[src/rtl/bk_add_arbiter.sv]
// Round-robin sequencer that time-shares one registered-operand adder among NREQ requesters.
// One operation is in flight at a time; results return on a tagged valid/ready channel.
module bk_add_arbiter #(
    parameter int WIDTH   = 16,
    parameter int NREQ    = 4,
    parameter int IDW     = 2,
    parameter int ADD_LAT = 1
) (
    input  logic                  clk,
    input  logic                  rst,
    input  logic [NREQ-1:0]       req_valid,
    output logic [NREQ-1:0]       req_ready,
    input  logic [NREQ*WIDTH-1:0] req_a,
    input  logic [NREQ*WIDTH-1:0] req_b,
    input  logic [NREQ-1:0]       req_cin,
    output logic [WIDTH-1:0]      add_a,
    output logic [WIDTH-1:0]      add_b,
    output logic                  add_cin,
    input  logic [WIDTH-1:0]      add_sum,
    input  logic                  add_cout,
    output logic                  rsp_valid,
    input  logic                  rsp_ready,
    output logic [IDW-1:0]        rsp_id,
    output logic [WIDTH-1:0]      rsp_sum,
    output logic                  rsp_cout,
    output logic                  busy
);

    typedef enum logic [1:0] {
        IDLE = 2'd0,
        WAIT = 2'd1,
        RESP = 2'd2
    } state_e;

    localparam int CNTW = 3;

    state_e           state_q, state_d;
    logic [IDW-1:0]   rr_ptr_q, rr_ptr_d;
    logic [IDW-1:0]   id_q, id_d;
    logic [CNTW-1:0]  lat_cnt_q, lat_cnt_d;
    logic [WIDTH-1:0] add_a_q, add_a_d;
    logic [WIDTH-1:0] add_b_q, add_b_d;
    logic             add_cin_q, add_cin_d;
    logic             rsp_valid_q, rsp_valid_d;
    logic [IDW-1:0]   rsp_id_q, rsp_id_d;
    logic [WIDTH-1:0] rsp_sum_q, rsp_sum_d;
    logic             rsp_cout_q, rsp_cout_d;

    logic             any_req;
    logic [IDW-1:0]   winner;
    logic [IDW-1:0]   idx;

    // Farthest offset from rr_ptr is scanned first so the nearest valid requester wins last.
    always_comb begin
        any_req = 1'b0;
        winner  = '0;
        idx     = '0;
        for (int k = NREQ - 1; k >= 0; k--) begin
            idx = IDW'((int'(rr_ptr_q) + k) % NREQ);
            if (req_valid[idx]) begin
                any_req = 1'b1;
                winner  = idx;
            end
        end
    end

    always_comb begin
        req_ready = '0;
        if (state_q == IDLE && any_req) begin
            req_ready[winner] = 1'b1;
        end
    end

    always_comb begin
        // NOTE: every next-state value defaults to its hold value first, so no branch can infer a latch.
        state_d     = state_q;
        rr_ptr_d    = rr_ptr_q;
        id_d        = id_q;
        lat_cnt_d   = lat_cnt_q;
        add_a_d     = add_a_q;
        add_b_d     = add_b_q;
        add_cin_d   = add_cin_q;
        rsp_valid_d = rsp_valid_q;
        rsp_id_d    = rsp_id_q;
        rsp_sum_d   = rsp_sum_q;
        rsp_cout_d  = rsp_cout_q;

        unique case (state_q)
            IDLE: begin
                if (any_req) begin
                    add_a_d   = req_a[int'(winner)*WIDTH +: WIDTH];
                    add_b_d   = req_b[int'(winner)*WIDTH +: WIDTH];
                    add_cin_d = req_cin[winner];
                    id_d      = winner;
                    rr_ptr_d  = (int'(winner) == NREQ - 1) ? '0 : winner + 1'b1;
                    lat_cnt_d = CNTW'(ADD_LAT - 1);
                    state_d   = WAIT;
                end
            end
            WAIT: begin
                if (lat_cnt_q != '0) begin
                    lat_cnt_d = lat_cnt_q - 1'b1;
                end else begin
                    rsp_sum_d   = add_sum;
                    rsp_cout_d  = add_cout;
                    rsp_id_d    = id_q;
                    rsp_valid_d = 1'b1;
                    state_d     = RESP;
                end
            end
            RESP: begin
                if (rsp_ready) begin
                    rsp_valid_d = 1'b0;
                    state_d     = IDLE;
                end
            end
            default: state_d = IDLE;
        endcase
    end

    // NOTE: non-blocking assignments make every register sample pre-edge values regardless of statement order.
    always_ff @(posedge clk) begin
        if (rst) begin
            state_q     <= IDLE;
            rr_ptr_q    <= '0;
            id_q        <= '0;
            lat_cnt_q   <= '0;
            add_a_q     <= '0;
            add_b_q     <= '0;
            add_cin_q   <= 1'b0;
            rsp_valid_q <= 1'b0;
            rsp_id_q    <= '0;
            rsp_sum_q   <= '0;
            rsp_cout_q  <= 1'b0;
        end else begin
            state_q     <= state_d;
            rr_ptr_q    <= rr_ptr_d;
            id_q        <= id_d;
            lat_cnt_q   <= lat_cnt_d;
            add_a_q     <= add_a_d;
            add_b_q     <= add_b_d;
            add_cin_q   <= add_cin_d;
            rsp_valid_q <= rsp_valid_d;
            rsp_id_q    <= rsp_id_d;
            rsp_sum_q   <= rsp_sum_d;
            rsp_cout_q  <= rsp_cout_d;
        end
    end

    assign add_a     = add_a_q;
    assign add_b     = add_b_q;
    assign add_cin   = add_cin_q;
    assign rsp_valid = rsp_valid_q;
    assign rsp_id    = rsp_id_q;
    assign rsp_sum   = rsp_sum_q;
    assign rsp_cout  = rsp_cout_q;
    assign busy      = (state_q != IDLE);

endmodule

[config.mk]
export PLATFORM = sky130hd
export DESIGN_NAME = bk_add_arbiter
export DESIGN_NICKNAME = d
export VERILOG_FILES = /design/src/rtl/bk_add_arbiter.sv
export SDC_FILE = /design/constraint.sdc
export NUM_CORES = 1
export LEC_CHECK = 0
export ABC_CLOCK_PERIOD_IN_PS = 1900
export BUFFER_PORTS_ARGS = -buffer_cell sky130_fd_sc_hd__buf_2
export CORE_MARGIN = 2
export CORE_UTILIZATION = 35
export DETAILED_ROUTE_END_ITERATION = 16
export PLACE_DENSITY = 0.69
export SYNTH_ARGS = -nofsm -noshare
export SYNTH_HDL_FRONTEND = slang
export SYNTH_SLANG_ARGS = --single-unit
[constraint.sdc]
create_clock -name clk -period 1.9 [get_ports clk]
set_input_delay 0.095 -clock clk [delete_from_list [all_inputs] [get_ports clk]]
set_output_delay 0.095 -clock clk [all_outputs]
set_load 0.005 [all_outputs]
Word level (Yosys, flattened, before mapping):

Index checks and enable logic that the tools add are counted.

* memory bits (read-only): 0
* flip-flop bits (word level): 62
* memories kept: 0
* memory bits (writable): 0
* input port bits: 156
* bits in latches: 0
* output and inout bits: 58

* multipliers: 0
* equal/unequal tests: 7
* multiplexer cells: 32
* magnitude comparators: 6
* div/mod/pow operators: 0
* reductions and logical operators: 12
* shifts and indexed selects: 2
* $add $sub $neg: 5
* bitwise logic cells: 1

Operator list (count)
* $shiftx 64x7->16: 2
* $mux 2: 8
* $lt 2x3->1 const B: 5
* $mux 1: 12
* $bmux 1 s2: 5
* $reduce_and 3->1: 3
* $ne 2x2->1 const B: 4
* $mux 3: 2
* $pmux 2 s3: 1
* $pmux 3 s2: 1
* $reduce_bool 2->1: 3
* $add 2x1->2 const B: 2
* $add 2x2->2 const B: 2
* $eq 2x1->1 const B: 2
* $mux 4: 1
* $reduce_and 2->1: 2
* $reduce_bool 3->1: 1
* $sub 3x1->3 const B: 1
* $demux 1 s2: 1
* $eq 2x2->1 const B: 1
* $ge 2x1->1 const B: 1
* $logic_and 1x1->1: 2
* $logic_not 2->1: 1
* $pmux 1 s2: 1
* $not 1->1: 1

Logic depth before layout (Yosys ltp):

* word-level depth: 12
* mapped depth: 10
* depth with buffers taken out: 7

Worst setup path after synthesis:

OpenSTA, ideal clock, no wires.

* kind: register -> register
* start: reg rr_ptr_q[1]
* end: reg rr_ptr_q[1]
* cell stages (with the launch flop): 11
* path buffers: 3
* clock period less this slack: 1808 ps
* setup time: 132 ps
* arrival time: 1676 ps
* setup slack: 92 ps
* cells stage by stage: dfxtp_1 buf_4 mux2i_1 or2_2 nand3_1 buf_4 buf_6 inv_1 ha_1 nand2_1 a21oi_1

* longest elaborated chain between the ends: 9

RTL lines
* from (decl): line 38 `logic [IDW-1:0] rr_ptr_q, rr_ptr_d;`
* from (signal assigned): line 137 `rr_ptr_q <= rr_ptr_d;`
* $add 2x2->2: line 59 `idx = IDW'((int'(rr_ptr_q) + k) % NREQ);`
* $bmux 1 s2: line 60 `if (req_valid[idx]) begin`
* $mux 1 (not written as such): line 60
* $mux 2 (4 in a row): line 60
* $add 2x1->2 / $eq 2x1->1 (equally long branches): line 95 `rr_ptr_d = (int'(winner) == NREQ - 1) ? '0 : winner + 1'b1;`
* $mux 2: line 95

Parallel ways exist; a longest one is shown, timed or not. The select of a mux whose other input is x is not followed.
A chain may end at the register's enable or synchronous reset.

Worst setup path after layout:

* start: reg rr_ptr_q[1]
* end: out req_ready[3]

* longest elaborated chain between the ends: 12

RTL lines
* $add 2x2->2: line 59
* $bmux 1 s2: line 60
* $mux 1 (not written as such): line 60
* $mux 2 (4 in a row): line 60
* $lt 2x3->1 (not written as such) / $ge 2x1->1 (equally long branches): line 70 `req_ready[winner] = 1'b1;`
* $logic_and 1x1->1 (not written as such): line 70
* $mux 1 (not written as such): line 70
* $demux 1 s2: line 70
* $mux 4 *: line 69 `if (state_q == IDLE && any_req) begin`
* to (decl): line 12 `output logic [NREQ-1:0] req_ready,`

Mark *: on every way between the ends. The rest lies on a longest branch, timed or not. The select of a mux whose other input is x is not followed.

==> impl_metrics.tcl <==
set metrics [dict create \
    ys_seq_area_share_pct 33.6 \
    ys_warn_count 0 \
    worstPathRequired_ns 1.80 \
    die_h_um 107 \
    cp.arrival_ns 1.73 \
    worstHoldStart "rsp_ready" \
    avgSynthCellArea_um2 8.09 \
    wire_per_inst_um 14.5 \
    leakage_nw 2.68 \
    drv_slew 0 \
    place_area_um2 4990 \
    vdd_drop_max_mv 0.487 \
    hold_path.class "primary input to register" \
    critPathKind "register to primary output" \
    overflow 0 \
    synth_area_um2 3700 \
    vias_per_cell 5.06 \
    drive_gt1_share_pct 43.9 \
    startpoint "rr_ptr_q[1]$_SDFFE_PP0P_" \
    drt_iter0_drc 107 \
    dieArea_um2 11400 \
    place_congestion 0.836 \
    path_clk_slew_ns 0.08 \
    dp_hpwl_mm 8.83 \
    start_util_pct 36.0 \
    fp.dieW_um 107 \
    synth_ff_type "dfxtp_1" \
    fill_cells 1004 \
    rsz0062_at_grt "true" \
    clk_latency_ns 0.34 \
    finalWirelength_mm 11.9 \
    firstDrtPassIters 4 \
    core_um2 10300 \
    rows 37 \
    synth_area_leaders "dfxtp_1, nand2_1, o211ai_2" \
    status "finished, final reports clean" \
    max_freq_mhz 549 \
    antenna_found_initial 0 \
    r2r-start "rr_ptr_q[1]$_SDFFE_PP0P_" \
    start_kind "register" \
    synth-seq-cells 62 \
    final_antenna_net_count 0 \
    yosysMostFrequentCell "nand2_1" \
    portBuffers 213 \
    clockRootBuffer "clkbuf_8" \
    fin_crit_sh_pct 95.9 \
    crit_fanout 7 \
    syn-num-nets 616 \
    synth_area_leader_cell "dfxtp_1" \
    worst_pin_slew_ns 0.501 \
    ys_async_sr_fraction_pct 0 \
    drc 0 \
    cts_made_buffers 9 \
    power_density_nw_per_um2 775 \
    grt_first_pass_wirelength_mm 18.6 \
    max_cap_viol_count 0 \
    relSlewSlack_pct 66.4 \
    final-hold-violation-count 0 \
    final_area_um2 5400 \
    pin_count 214 \
    synth.distinct_cells 36 \
    finalSetupViolCount 0 \
    synth_common_cells "nand2_1, dfxtp_1, mux2i_1" \
    fin_util_pct 52.5 \
    diodes 0 \
    cts_tree "done" \
    grt_usage_pct 20.3 \
    htree_levels 3 \
    period_minus_slack_ns 1.82 \
    cts_sinks 62 \
    clock_skew_ns 0.0136 \
    grt_max_degree 42 \
    num_vias 4156 \
    synth_edf_count 0 \
    grt_pass1_vias 4062 \
    fin_nets 840 \
    syn_to_final_growth_pct 46.1 \
    synthCells 457 \
    cts_buffer_depth 2 \
    critPathCaptureType "primary output" \
    netlist.area_leader.share_pct 33.6 \
]
## cells by family (layout without fill, tap and decap cells)
logic type      Yosys count  after routing  synth area share [%]
compound gates          134            134                  28.9
xor+xnor                  1              1                 0.237
fa+ha+maj                 3              3                  1.02
buf+inv                  50            279                  6.64
flops                    62             62                  33.6
mux                      34             34                  9.21
simple gates            173            173                  20.4
## layout make-up
cell class              instances  area, um^2  area share [%]
clock buffers                  10         138            2.55
multi-input cells             345        2250            41.7
inverters                       7        26.3           0.487
repair buffers                256        1520            28.1
clock inverters                 6        46.3           0.857
flip-flops and latches         62        1250            23.1
well taps                     136         170            3.15
## routing by layer
| metal | up-vias | part of all wire (%) | GRT usage (%) |
|---|---|---|---|
| met5 | - | 0 | 0 |
| met4 | 0 | 1.5 | 5.38 |
| met3 | 17 | 8.0 | 6.08 |
| met2 | 162 | 50 | 37.3 |
| met1 | 1896 | 40 | 22.5 |
| li1 | 2081 | - | - |
## power breakdown
group	total [W]	switching (W)	internal, W	leakage, nW
sequential	0.00158	0.000100	0.00148	0.511
combinational	0.00151	0.000762	0.000751	2.08
clock	0.00109	0.000575	0.000515	0.0889
total	0.00419	0.00144	0.00275	2.68
## layout by cell type (no fill, tap or decap), types with 19 or more instances in the layout
cell,instances
o31a_1,33
o21ai_0,26
nand2_1,110
buf_2,213
dfxtp_1,60
nor3_1,32
o211ai_2,30
mux2i_1,33
a21oi_1,27
buf_4,19
## sequential cells by signal, summed over array words and instances, names as in the netlist
name / flops
state_q: 2
rsp_sum: 16
rsp_valid: 1
add_b: 16
lat_cnt_q: 3
rsp_cout: 1
rsp_id: 2
add_a: 16
rr_ptr_q: 2
id_q: 2
add_cin: 1
## path summary, 6_finish.rpt
| path | to | slack (ns) | cells after the start |
|---|---|---|---|
| max | req_ready[3] | 0.08 | 7 |
| min | state_q[1]$_SDFFE_PP0P_ | 0.05 | 3 |
| max reg2reg | add_b[3]$_SDFFE_PP0P_ | 0.12 | 7 |
| min reg2reg | add_b[1]$_SDFFE_PP0P_ | 0.46 | 2 |
## worst max-delay path: stages (launching register included)
cell     delay (ns)
dfxtp_4        0.37
mux2i_2        0.16
or2_4          0.28
nand3_4        0.08
inv_2          0.06
ha_1           0.18
and2_1         0.13
buf_2          0.13
## metrics by stage
stage | cells | power, W | hold slack, ns | setup TNS, ns | setup WS, ns
2_1_floorplan | 457 | 0.00248 | 0.231 | 0 | 0.0918
3_3_place_gp | 786 | 0.00304 | 0.335 | 0 | 0.0600
3_5_place_dp | 786 | 0.00307 | 0.340 | 0 | 0.00901
4_1_cts | 819 | 0.00422 | 0.0302 | 0 | 0.00462
5_1_grt | 822 | 0.00446 | 0.0343 | -0.0210 | -0.0124
6_report | 822 | 0.00419 | 0.0485 | 0 | 0.0774
## timing repair
action | in CTS | in global routing
pin swaps | 1 | 1
setup endpoints to repair | 5 | 4
hold buffers | 17 | 0
endpoints found under the hold margin | 17 | 0
resized for setup | 7 | 4
buffers inserted | 0 | 3
Note: power is estimated with default switching activity, not from simulation.
